<file path="config.mk">
export PLATFORM = sky130hd
export DESIGN_NAME = imem_loader
export DESIGN_NICKNAME = d
export VERILOG_FILES = /design/src/rtl/imem_loader_pkg.sv /design/src/rtl/imem_loader_word_asm.sv /design/src/rtl/imem_loader.sv
export SDC_FILE = /design/constraint.sdc
export NUM_CORES = 1
export LEC_CHECK = 0
export ABC_AREA = 1
export BUFFER_PORTS_ARGS = -buffer_cell sky130_fd_sc_hd__buf_2
export CORE_MARGIN = 1
export CORE_UTILIZATION = 50
export DETAILED_ROUTE_END_ITERATION = 7
export PLACE_DENSITY = 0.67
export SYNTH_ARGS = -nofsm -noshare
export SYNTH_HDL_FRONTEND = slang
export SYNTH_SLANG_ARGS = --single-unit
export TNS_END_PERCENT = 5
</file>
<file path="constraint.sdc">
create_clock -name i_clk -period 2.6 [get_ports i_clk]
set_clock_uncertainty 0.15 [all_clocks]
set_input_delay 0 -clock i_clk [delete_from_list [all_inputs] [get_ports i_clk]]
set_output_delay 0 -clock i_clk [all_outputs]
set_load 0.03 [all_outputs]
</file>
<file path="src/rtl/imem_loader_pkg.sv">
// Shared types and constants for the instruction-memory loader.
// Latency: n/a (declarations only).
// Backpressure: n/a.
package imem_loader_pkg;

    // Node byte that releases every core instead of starting a program packet.
    localparam logic [7:0] CMD_RELEASE_ALL = 8'hFF;

    // Width of the packet word count and of the running word index.
    localparam int COUNT_W = 16;

    typedef enum logic [2:0] {
        S_IDLE    = 3'd0,
        S_CNT_LO  = 3'd1,
        S_CNT_HI  = 3'd2,
        S_WORD    = 3'd3,
        S_DISCARD = 3'd4,
        S_FINISH  = 3'd5
    } state_t;

endpackage

</file>
<file path="src/rtl/imem_loader_word_asm.sv">
// Assembles four little-endian stream bytes into one 32-bit instruction word.
// Latency: word valid combinationally with the 4th accepted byte.
// Backpressure: none; advances only on bytes the parent has already accepted.
//
// Ports:
//   i_clk, i_rst    clock, synchronous active-high reset
//   i_clr           drop any partial word and restart at byte 0
//   i_byte_vld/_dat accepted payload byte
//   o_word_vld      one-cycle pulse on the 4th byte of a word
//   o_word_dat      assembled word, valid with o_word_vld
module imem_word_asm (
    input  logic        i_clk,
    input  logic        i_rst,
    input  logic        i_clr,
    input  logic        i_byte_vld,
    input  logic [7:0]  i_byte_dat,
    output logic        o_word_vld,
    output logic [31:0] o_word_dat
);

    logic [1:0]  r_idx;
    logic [23:0] r_low;

    always_ff @(posedge i_clk) begin
        if (i_rst || i_clr) begin
            r_idx <= 2'd0;
            r_low <= 24'd0;
        end else if (i_byte_vld) begin
            r_idx <= r_idx + 2'd1;
            case (r_idx)
                2'd0:    r_low[7:0]   <= i_byte_dat;
                2'd1:    r_low[15:8]  <= i_byte_dat;
                2'd2:    r_low[23:16] <= i_byte_dat;
                default: ;  // top byte is taken straight from the input
            endcase
        end
    end

    // The top byte bypasses storage so the word is ready in the same cycle.
    assign o_word_vld = i_byte_vld && (r_idx == 2'd3);
    assign o_word_dat = {i_byte_dat, r_low};

endmodule

</file>
<file path="src/rtl/imem_loader.sv">
// Parses node/count/payload packets from a byte stream and writes per-node instruction memories.
// Latency: write strobe one cycle after the 4th byte of a word; done two cycles after the last byte.
// Backpressure: in_ready low only during the single FINISH cycle and while rst is high.
//
// Ports:
//   i_clk, i_rst                  clock, synchronous active-high reset
//   i_in_data/_valid, o_in_ready  byte stream, accepted on valid && ready
//   o_wr_en/_node/_addr/_data     shared instruction-memory write port (registered)
//   o_core_rst                    per-core reset hold, all ones out of reset
//   o_busy, o_done, o_err         packet in progress, end-of-packet pulse, sticky error
module imem_loader
    import imem_loader_pkg::*;
#(
    parameter int NODES  = 16,
    parameter int SIZE   = 128,
    parameter int ADDR_W = $clog2(SIZE)
) (
    input  logic              i_clk,
    input  logic              i_rst,
    input  logic [7:0]        i_in_data,
    input  logic              i_in_valid,
    output logic              o_in_ready,
    output logic              o_wr_en,
    output logic [7:0]        o_wr_node,
    output logic [ADDR_W-1:0] o_wr_addr,
    output logic [31:0]       o_wr_data,
    output logic [NODES-1:0]  o_core_rst,
    output logic              o_busy,
    output logic              o_done,
    output logic              o_err
);

    state_t              r_state;
    state_t              w_state_nxt;

    logic [7:0]          r_node;
    logic                r_node_ok;     // header named a real core
    logic                r_rel;         // header was the release-all command
    logic [COUNT_W-1:0]  r_count;
    logic [COUNT_W-1:0]  r_widx;

    logic                r_wr_en;
    logic [7:0]          r_wr_node;
    logic [ADDR_W-1:0]   r_wr_addr;
    logic [31:0]         r_wr_data;
    logic [NODES-1:0]    r_core_rst;
    logic                r_done;
    logic                r_err;

    logic                w_acc;
    logic                w_pay_acc;
    logic                w_word_vld;
    logic [31:0]         w_word_dat;
    logic                w_last_word;
    logic                w_in_range;
    logic                w_cnt_zero;
    logic                w_hdr_valid;
    logic [NODES-1:0]    w_hdr_mask;
    logic [NODES-1:0]    w_node_mask;

    assign w_pay_acc   = w_acc && ((r_state == S_WORD) || (r_state == S_DISCARD));
    assign w_last_word = ((r_widx + COUNT_W'(1)) == r_count);
    assign w_in_range  = (r_widx < COUNT_W'(SIZE));
    // Count is complete only once the high byte arrives, so test it off the input.
    assign w_cnt_zero  = ({i_in_data, r_count[7:0]} == '0);
    assign w_hdr_valid = (32'(i_in_data) < NODES);
    assign w_hdr_mask  = NODES'(1) << i_in_data;
    assign w_node_mask = NODES'(1) << r_node;

    imem_word_asm u_word_asm (
        .i_clk      (i_clk),
        .i_rst      (i_rst),
        .i_clr      (r_state == S_IDLE),
        .i_byte_vld (w_pay_acc),
        .i_byte_dat (i_in_data),
        .o_word_vld (w_word_vld),
        .o_word_dat (w_word_dat)
    );

    always_ff @(posedge i_clk) begin
        if (i_rst) begin
            r_state <= S_IDLE;
        end else begin
            r_state <= w_state_nxt;
        end
    end

    always_comb begin
        w_state_nxt = r_state;
        o_in_ready  = !i_rst && (r_state != S_FINISH);
        w_acc       = i_in_valid && o_in_ready;
        case (r_state)
            S_IDLE: begin
                if (w_acc) begin
                    w_state_nxt = (i_in_data == CMD_RELEASE_ALL) ? S_FINISH : S_CNT_LO;
                end
            end
            S_CNT_LO: begin
                if (w_acc) begin
                    w_state_nxt = S_CNT_HI;
                end
            end
            S_CNT_HI: begin
                if (w_acc) begin
                    if (w_cnt_zero) begin
                        w_state_nxt = S_FINISH;
                    end else if (r_node_ok) begin
                        w_state_nxt = S_WORD;
                    end else begin
                        w_state_nxt = S_DISCARD;
                    end
                end
            end
            S_WORD, S_DISCARD: begin
                if (w_word_vld && w_last_word) begin
                    w_state_nxt = S_FINISH;
                end
            end
            S_FINISH: w_state_nxt = S_IDLE;
            default:  w_state_nxt = S_IDLE;
        endcase
    end

    always_ff @(posedge i_clk) begin
        if (i_rst) begin
            r_node     <= 8'd0;
            r_node_ok  <= 1'b0;
            r_rel      <= 1'b0;
            r_count    <= '0;
            r_widx     <= '0;
            r_wr_en    <= 1'b0;
            r_wr_node  <= 8'd0;
            r_wr_addr  <= '0;
            r_wr_data  <= 32'd0;
            r_core_rst <= '1;
            r_done     <= 1'b0;
            r_err      <= 1'b0;
        end else begin
            r_wr_en <= 1'b0;
            r_done  <= 1'b0;
            case (r_state)
                S_IDLE: begin
                    if (w_acc) begin
                        r_count <= '0;
                        r_widx  <= '0;
                        r_node  <= i_in_data;
                        if (i_in_data == CMD_RELEASE_ALL) begin
                            r_rel     <= 1'b1;
                            r_node_ok <= 1'b0;
                        end else if (w_hdr_valid) begin
                            r_rel      <= 1'b0;
                            r_node_ok  <= 1'b1;
                            r_core_rst <= r_core_rst | w_hdr_mask;
                        end else begin
                            r_rel     <= 1'b0;
                            r_node_ok <= 1'b0;
                            r_err     <= 1'b1;
                        end
                    end
                end
                S_CNT_LO: begin
                    if (w_acc) begin
                        r_count[7:0] <= i_in_data;
                    end
                end
                S_CNT_HI: begin
                    if (w_acc) begin
                        r_count[15:8] <= i_in_data;
                    end
                end
                S_WORD: begin
                    if (w_word_vld) begin
                        r_widx <= r_widx + COUNT_W'(1);
                        // Words past the memory depth are consumed but never written.
                        if (w_in_range) begin
                            r_wr_en   <= 1'b1;
                            r_wr_node <= r_node;
                            r_wr_addr <= r_widx[ADDR_W-1:0];
                            r_wr_data <= w_word_dat;
                        end else begin
                            r_err <= 1'b1;
                        end
                    end
                end
                S_DISCARD: begin
                    if (w_word_vld) begin
                        r_widx <= r_widx + COUNT_W'(1);
                    end
                end
                S_FINISH: begin
                    r_done <= 1'b1;
                    if (r_rel) begin
                        r_core_rst <= '0;
                    end else if (r_node_ok) begin
                        r_core_rst <= r_core_rst & ~w_node_mask;
                    end
                end
                default: ;
            endcase
        end
    end

    assign o_wr_en    = r_wr_en;
    assign o_wr_node  = r_wr_node;
    assign o_wr_addr  = r_wr_addr;
    assign o_wr_data  = r_wr_data;
    assign o_core_rst = r_core_rst;
    assign o_busy     = (r_state != S_IDLE);
    assign o_done     = r_done;
    assign o_err      = r_err;

endmodule
</file>
==> impl_metrics.toml, run 1 <==
[placement]
dpl_worst_slack_ns = 0.262
placed_area_um2 = 6680
globalplace.congestion = 0.884
dp_hpwl_mm = 11.4
port_buffers = 78

[drt]
vias_per_cell = 5.53
wl_met3_mm = 1.04
ant_nets = 0
met1_length_mm = 8.02
vias = 5931
dr_wl_met2_mm = 7.89
drcViolationCount = 0
route.top_layer_used = "met4"
drt-pass1-iter-count = 5
wire_per_inst_um = 16.0
routed_wl_mm = 17.2
drtIter0Drc = 515

[cts]
clk_latency_ns = 0.42
cts.path.max_buffers = 2
h-tree-depth = 4
clk_pin_slew_ns = 0.06
cts_tree = "done"
clock-root-buffer = "clkbuf_16"
cts_buffers = 17
cts_sinks = 137

[final_layout]
finish.instance_area_um2 = 7410
seqCellArea_um2 = 2740
multi_input_area_um2 = 2870
n_antenna_cell = 0
final_layout_size_suffix_gt1_share_pct = 15.9
area_delta_synth_final_pct = 19.5
fillers = 1082
nets = 909

[critical_path]
required_ns = 2.80
rr_worst_depth = 14
endpoint = "r_count[13]"
crit_start = "i_rst"
r2r-start = "r_widx[0]"
reg2reg_slack_ns = 0.32
cp_max_fo = 87
reg2reg_to = "r_state[2]"
crit_path_end_kind = "flop"
critPathArrivalTime_ns = 2.49
crit_path_start_kind = "primary input"
path_cells = "dlygate4sd3_1 > buf_2 > inv_2 > buf_4 > nand2_1 > o21bai_1 > a21oi_1"
slowest_delay_ns = 0.64
path_class = "primary input to flop"
crit_slowest_cell = "buf_4"

[power]
clkPwrFrac_pct = 39.7
internal_power_mw = 4.24
p_sw_share_pct = 32.3
power.total_mw = 6.26
vdd.ir_drop.worst_uv = 462
switchingPower_mw = 2.02
leakage_nw = 3.03
p_comb_share_pct = 21.7
pwr-share-seq_pct = 38.6
power_density_nw_per_um2 = 845

[logic_synthesis]
syn_inst = 821
synth_fa_ha_area_share_pct = 1.01
synthesis.area_um2 = 6200
synth_compound_area_share_pct = 23.3
syn_avg_cell_area_um2 = 7.55
synth_ff_type = "dfxtp_1"
synthXorXnorAreaFrac_pct = 1.43
yosysSeqAreaShare_pct = 44.2
ys_types = 38
syn-num-nets = 837
synthMuxAreaShare_pct = 0
yosys.area_share.simple_pct = 20.5
synth-edff-count = 0
synth_top_family_by_area = "compound AO/OA/AOI/OAI gates"
ys.warnings.count = 0
ys_ff_latch = 137
async_reset_ff_share_pct = 0

[worst_hold_path]
hp-class = "flop to flop"
min_from = "o_err"

[timing]
maxSlewHeadroom_pct = 45.7
fmax_mhz = 438
hold_viol = 0
setup_slack_ns = 0.315
tns_ns = 0
setup_viol = 0
holdWs_ns = 0.299
post-route-period-util_pct = 87.9
worstMarginPinSlew_ns = 0.815
rsz0062_at_grt = "no"
slew_viol_final = 0
period_needed_ns = 2.29

[grt]
grt_usage_pct = 27.8
grt_pass1_wl_mm = 27.9
grt_antenna_before_repair = 0
grt.overflow.total = 0
grt_max_degree = 88
grt_pass1_vias = 5503

[floorplanning]
initial_core_util_pct = 51.4
dieArea_um2 = 12800
die_y_um = 113
io_pins = 79
floorplan.rows = 40
core-area_um2 = 12100
die_x_um = 113

[run_status]
status = "finished, final reports clean"

[flow_run]
maxCapViolCount = 0
-- power groups by stage --
stage | logic (mW) | registers [mW] | clock network [mW]
6_report | 1.36 | 2.41 | 2.49
3_3_place_gp | 1.29 | 2.45 | 0
4_1_cts | 1.34 | 2.41 | 2.50
5_1_grt | 1.50 | 2.44 | 2.61
2_1_floorplan | 0.990 | 2.43 | 0
3_5_place_dp | 1.32 | 2.45 | 0
-- per-layer routing --
metal	up-vias	track usage (%)
li1	2970	-
met4	0	7.89
met2	188	44.2
met1	2754	38.0
met3	19	5.84
met5	-	0
-- worst max-delay path, delay by kind of cell --
family                 cells  cell delay (ns)
and+or+nand+nor            1             0.48
buffers and inverters      4             1.56
AOI/OAI and AO/OA          2             0.41
-- metrics by stage --
| step | std cells | utilization (%) |
|---|---|---|
| 6_report | 1073 | 61.4 |
| 5_1_grt | 1073 | 61.4 |
| 4_1_cts | 1073 | 61.4 |
| 3_5_place_dp | 1032 | 55.4 |
| 3_3_place_gp | 1032 | 55.4 |
| 2_1_floorplan | 821 | - |
-- worst min path at each step --
stage               cells past startpoint  slack, ns              endpoint
finish                                  2       0.30                 o_err
global route                            2       0.33  u_word_asm.r_low[22]
CTS                                     2       0.30                 o_err
detailed placement                      3       0.23  u_word_asm.r_low[21]
global placement                        3       0.22  u_word_asm.r_low[13]
floorplan                               2       0.02         o_wr_data[31]
-- flip-flops by register name, indices dropped and copies added (netlist names) --
signal,count
o_core_rst,16
r_node,8
o_err,1
o_wr_en,1
r_state,3
o_done,1
r_rel,1
o_wr_addr,7
o_wr_node,8
r_widx,16
u_word_asm.r_idx,2
o_wr_data,32
u_word_asm.r_low,24
r_node_ok,1
r_count,16
-- synth_stat cells, types with 13 or more instances --
cell type    n  area share (%)
inv_1       92             5.6
clkbuf_1    20             1.2
a21oi_1     95             7.7
o21ai_1     30             2.4
nor2_1      73             4.4
nand2_1     91             5.5
nand3_1     60             4.8
nand4_1     19             1.9
a211oi_1    38             4.6
o21ai_0     61             4.9
a311oi_1    13             1.8
dfxtp_1    137              44
buf_2       18             1.5
-- layout by cell type, fill, tap and decap left out, types with 3 or more instances in the layout --
master         netlist  layout
a211oi_1            38      38
a21oi_1             95      95
a311oi_1            13      13
a31oi_1              3       3
buf_2               18      78
buf_4                2       8
clkbuf_16            0      17
clkbuf_8             0       6
clkinv_4             0       3
dfxtp_1            137     137
dlygate4sd3_1        0      10
ha_1                 5       5
inv_1               92      92
inv_2                6       6
nand2_1             91      91
nand2_2              3       3
nand3_1             60      60
nand3_2              3       3
nand4_1             19      19
nor2_1              73      71
nor2_2               4       6
nor3_1              11      11
nor3_2               3       3
nor4_1               4       4
o21ai_0             61      61
o21ai_1             30      30
o22ai_1              5       5
xor2_1               3       3
-- cells by family (layout without fill, tap and decap cells) --
logic type      Yosys count  count (layout)
simple gates            275             275
compound gates          253             253
buf+inv                 144             228
flops                   137             137
xor+xnor                  7               7
fa+ha+maj                 5               5
-- cell type report --
| type | instances | share of cell area [%] |
|---|---|---|
| Clock buffer | 23 | 6.86 |
| Sequential cell | 137 | 37.0 |
| Multi-Input combinational cell | 540 | 38.8 |
| Tap cell | 168 | 2.84 |
| Inverter | 99 | 5.02 |
| Timing Repair Buffer | 98 | 7.97 |
| Clock inverter | 8 | 1.49 |
-- what timing repair did --
| item | CTS | global route |
|---|---|---|
| gates resized for setup | 0 | 2 |
| buffers inserted | 0 | 0 |
| endpoints found under the setup margin | 0 | 2 |
| hold buffers | 10 | 0 |
| hold endpoints to repair | 69 | 0 |
(Power assumes the default switching activity.)
==> run 2: changes to the inputs <==
--- a/config.mk
+++ b/config.mk
@@ -7,9 +7,10 @@
 export LEC_CHECK = 0
 export ABC_AREA = 1
 export BUFFER_PORTS_ARGS = -buffer_cell sky130_fd_sc_hd__buf_2
-export CORE_MARGIN = 1
+export CORE_MARGIN = 2
 export CORE_UTILIZATION = 50
 export DETAILED_ROUTE_END_ITERATION = 7
+export MAX_ROUTING_LAYER = met4
 export PLACE_DENSITY = 0.67
 export SYNTH_ARGS = -nofsm -noshare
 export SYNTH_HDL_FRONTEND = slang
==> impl_metrics.toml, run 2 (synthesized netlist as in run 1, its figures left out) <==
[run_status]
status = "finished, final reports clean"

[power]
clkPwrFrac_pct = 39.5
leakage_nw = 3.03
internal_power_mw = 4.18
power.total_mw = 6.26
pwr-share-seq_pct = 38.6
switchingPower_mw = 2.08
p_comb_share_pct = 22.0
power_density_nw_per_um2 = 848
p_sw_share_pct = 33.2
vdd.ir_drop.worst_uv = 766

[drt]
ant_nets = 0
wire_per_inst_um = 16.7
drt-pass1-iter-count = 5
drcViolationCount = 0
vias_per_cell = 5.61
drtIter0Drc = 568
routed_wl_mm = 17.9
vias = 6024

[timing]
setup_viol = 0
fmax_mhz = 422
tns_ns = 0
setup_slack_ns = 0.228
worstMarginPinSlew_ns = 0.756
post-route-period-util_pct = 91.2
slew_viol_final = 0
period_needed_ns = 2.37
holdWs_ns = 0.304
hold_viol = 0
maxSlewHeadroom_pct = 49.4
rsz0062_at_grt = "no"

[grt]
grt.overflow.total = 0
grt_pass1_wl_mm = 28.7
grt_pass1_vias = 5620
grt_antenna_before_repair = 0
grt_max_degree = 95
grt_usage_pct = 28.8

[placement]
placed_area_um2 = 6680
globalplace.congestion = 0.962
dp_hpwl_mm = 12.2
port_buffers = 78
dp_cells = 1033
dpl_worst_slack_ns = 0.248

[cts]
cts_buffers = 17
cts_tree = "done"
clock-root-buffer = "clkbuf_16"
h-tree-depth = 4
cts.path.max_buffers = 2
cts_sinks = 137
clk_pin_slew_ns = 0.06
clk_latency_ns = 0.43

[floorplanning]
floorplan.rows = 40
io_pins = 79
initial_core_util_pct = 51.4
die_x_um = 115
core-area_um2 = 12100
dieArea_um2 = 13300
die_y_um = 115

[final_layout]
multi_input_area_um2 = 2870
stdcell_count = 1074
finish.instance_area_um2 = 7380
area_delta_synth_final_pct = 19.1
final_cell_mix = "137 x dfxtp_1, 95 x a21oi_1, 92 x inv_1"
fin_util_pct = 61.2
seqCellArea_um2 = 2740
layout_commonest_cell = "dfxtp_1"
n_antenna_cell = 0
fillers = 1076
largest_reg_flops = 32
final_layout_size_suffix_gt1_share_pct = 15.9
nets = 910

[critical_path]
crit_path_end_kind = "flop"
reg2reg_to = "r_state[0]"
path_class = "flop to flop"
path_cells = "nand2_1 > nor2_2 > nand2_1 > nand3_1 > nand3_1 > nor2_1 > nand3_1 > nor2_1 > nand2_1 > nand2_2 > nand3_1 > nand2_1 > nor2_1"
crit_path_start_kind = "flop"
crit_start = "r_widx[2]"
rr_worst_depth = 13
slowest_delay_ns = 0.45
cp_max_fo = 7
crit_slowest_cell = "dfxtp_1"
reg2reg_slack_ns = 0.23
r2r-start = "r_widx[2]"
required_ns = 2.77
endpoint = "r_state[0]"
critPathArrivalTime_ns = 2.54

[worst_hold_path]
hp-class = "flop to flop"

[flow_run]
maxCapViolCount = 0
==> run 2: cell count changes in the layout (fill, tap and decap cells not counted), sizes merged <==
cell	before	now
clkbuf	23	18
inv	99	102
clkinv	4	6
buf	88	89
bufinv	2	3
clkinvlp	2	1
==> run 2: timing repair <==
item / in CTS / in global routing
endpoints found under the setup margin: 0 / 3
resized for setup: 0 / 2
buffers inserted: 0 / 0
hold buffers: 10 / 0
hold endpoints to repair: 79 / 0
==> run 2: power groups by stage <==
stage / logic (mW) / registers [mW] / clock network [mW]
after floorplan: 0.990 / 2.43 / 0
after global placement: 1.32 / 2.45 / 0
after detailed placement: 1.33 / 2.46 / 0
after CTS: 1.35 / 2.41 / 2.49
after global routing: 1.52 / 2.44 / 2.59
final: 1.38 / 2.42 / 2.47
==> run 2: final cells by class <==
class / count / share of cell area, %
multi-input combinational: 540 / 38.9
sequential: 137 / 37.2
timing repair buffer: 99 / 7.93
clock buffer: 18 / 5.81
inverter: 99 / 5.03
tap: 168 / 2.85
clock inverter: 13 / 2.29
==> run 2: how the worst min path moves through the flow <==
stage                   startpoint              endpoint  slack [ns]  depth (start not counted)
4_1_cts                      o_err                 o_err        0.31                          2
3_5_place_dp          i_in_data[5]   u_word_asm.r_low[5]        0.23                          3
3_3_place_gp          i_in_data[5]  u_word_asm.r_low[21]        0.22                          3
6_report                     o_err                 o_err        0.30                          2
5_1_grt        u_word_asm.r_low[8]          o_wr_data[8]        0.33                          2
2_1_floorplan         i_in_data[7]         o_wr_data[31]        0.02                          2
==> run 2: worst max-delay path, delay by kind of cell (launching register included) <==
family / cells / cell delay (ns)
flip-flops: 1 / 0.45
AND/OR/NAND/NOR: 13 / 1.65
==> run 2: layer usage <==
layer | global-route usage (%) | routed length, um | vias to the layer above
met4 | 9.48 | 391 | 0
met1 | 38.0 | 8130 | 2811
met5 | - | 0 | -
met3 | 8.28 | 1310 | 32
li1 | - | - | 2965
met2 | 42.3 | 8080 | 216
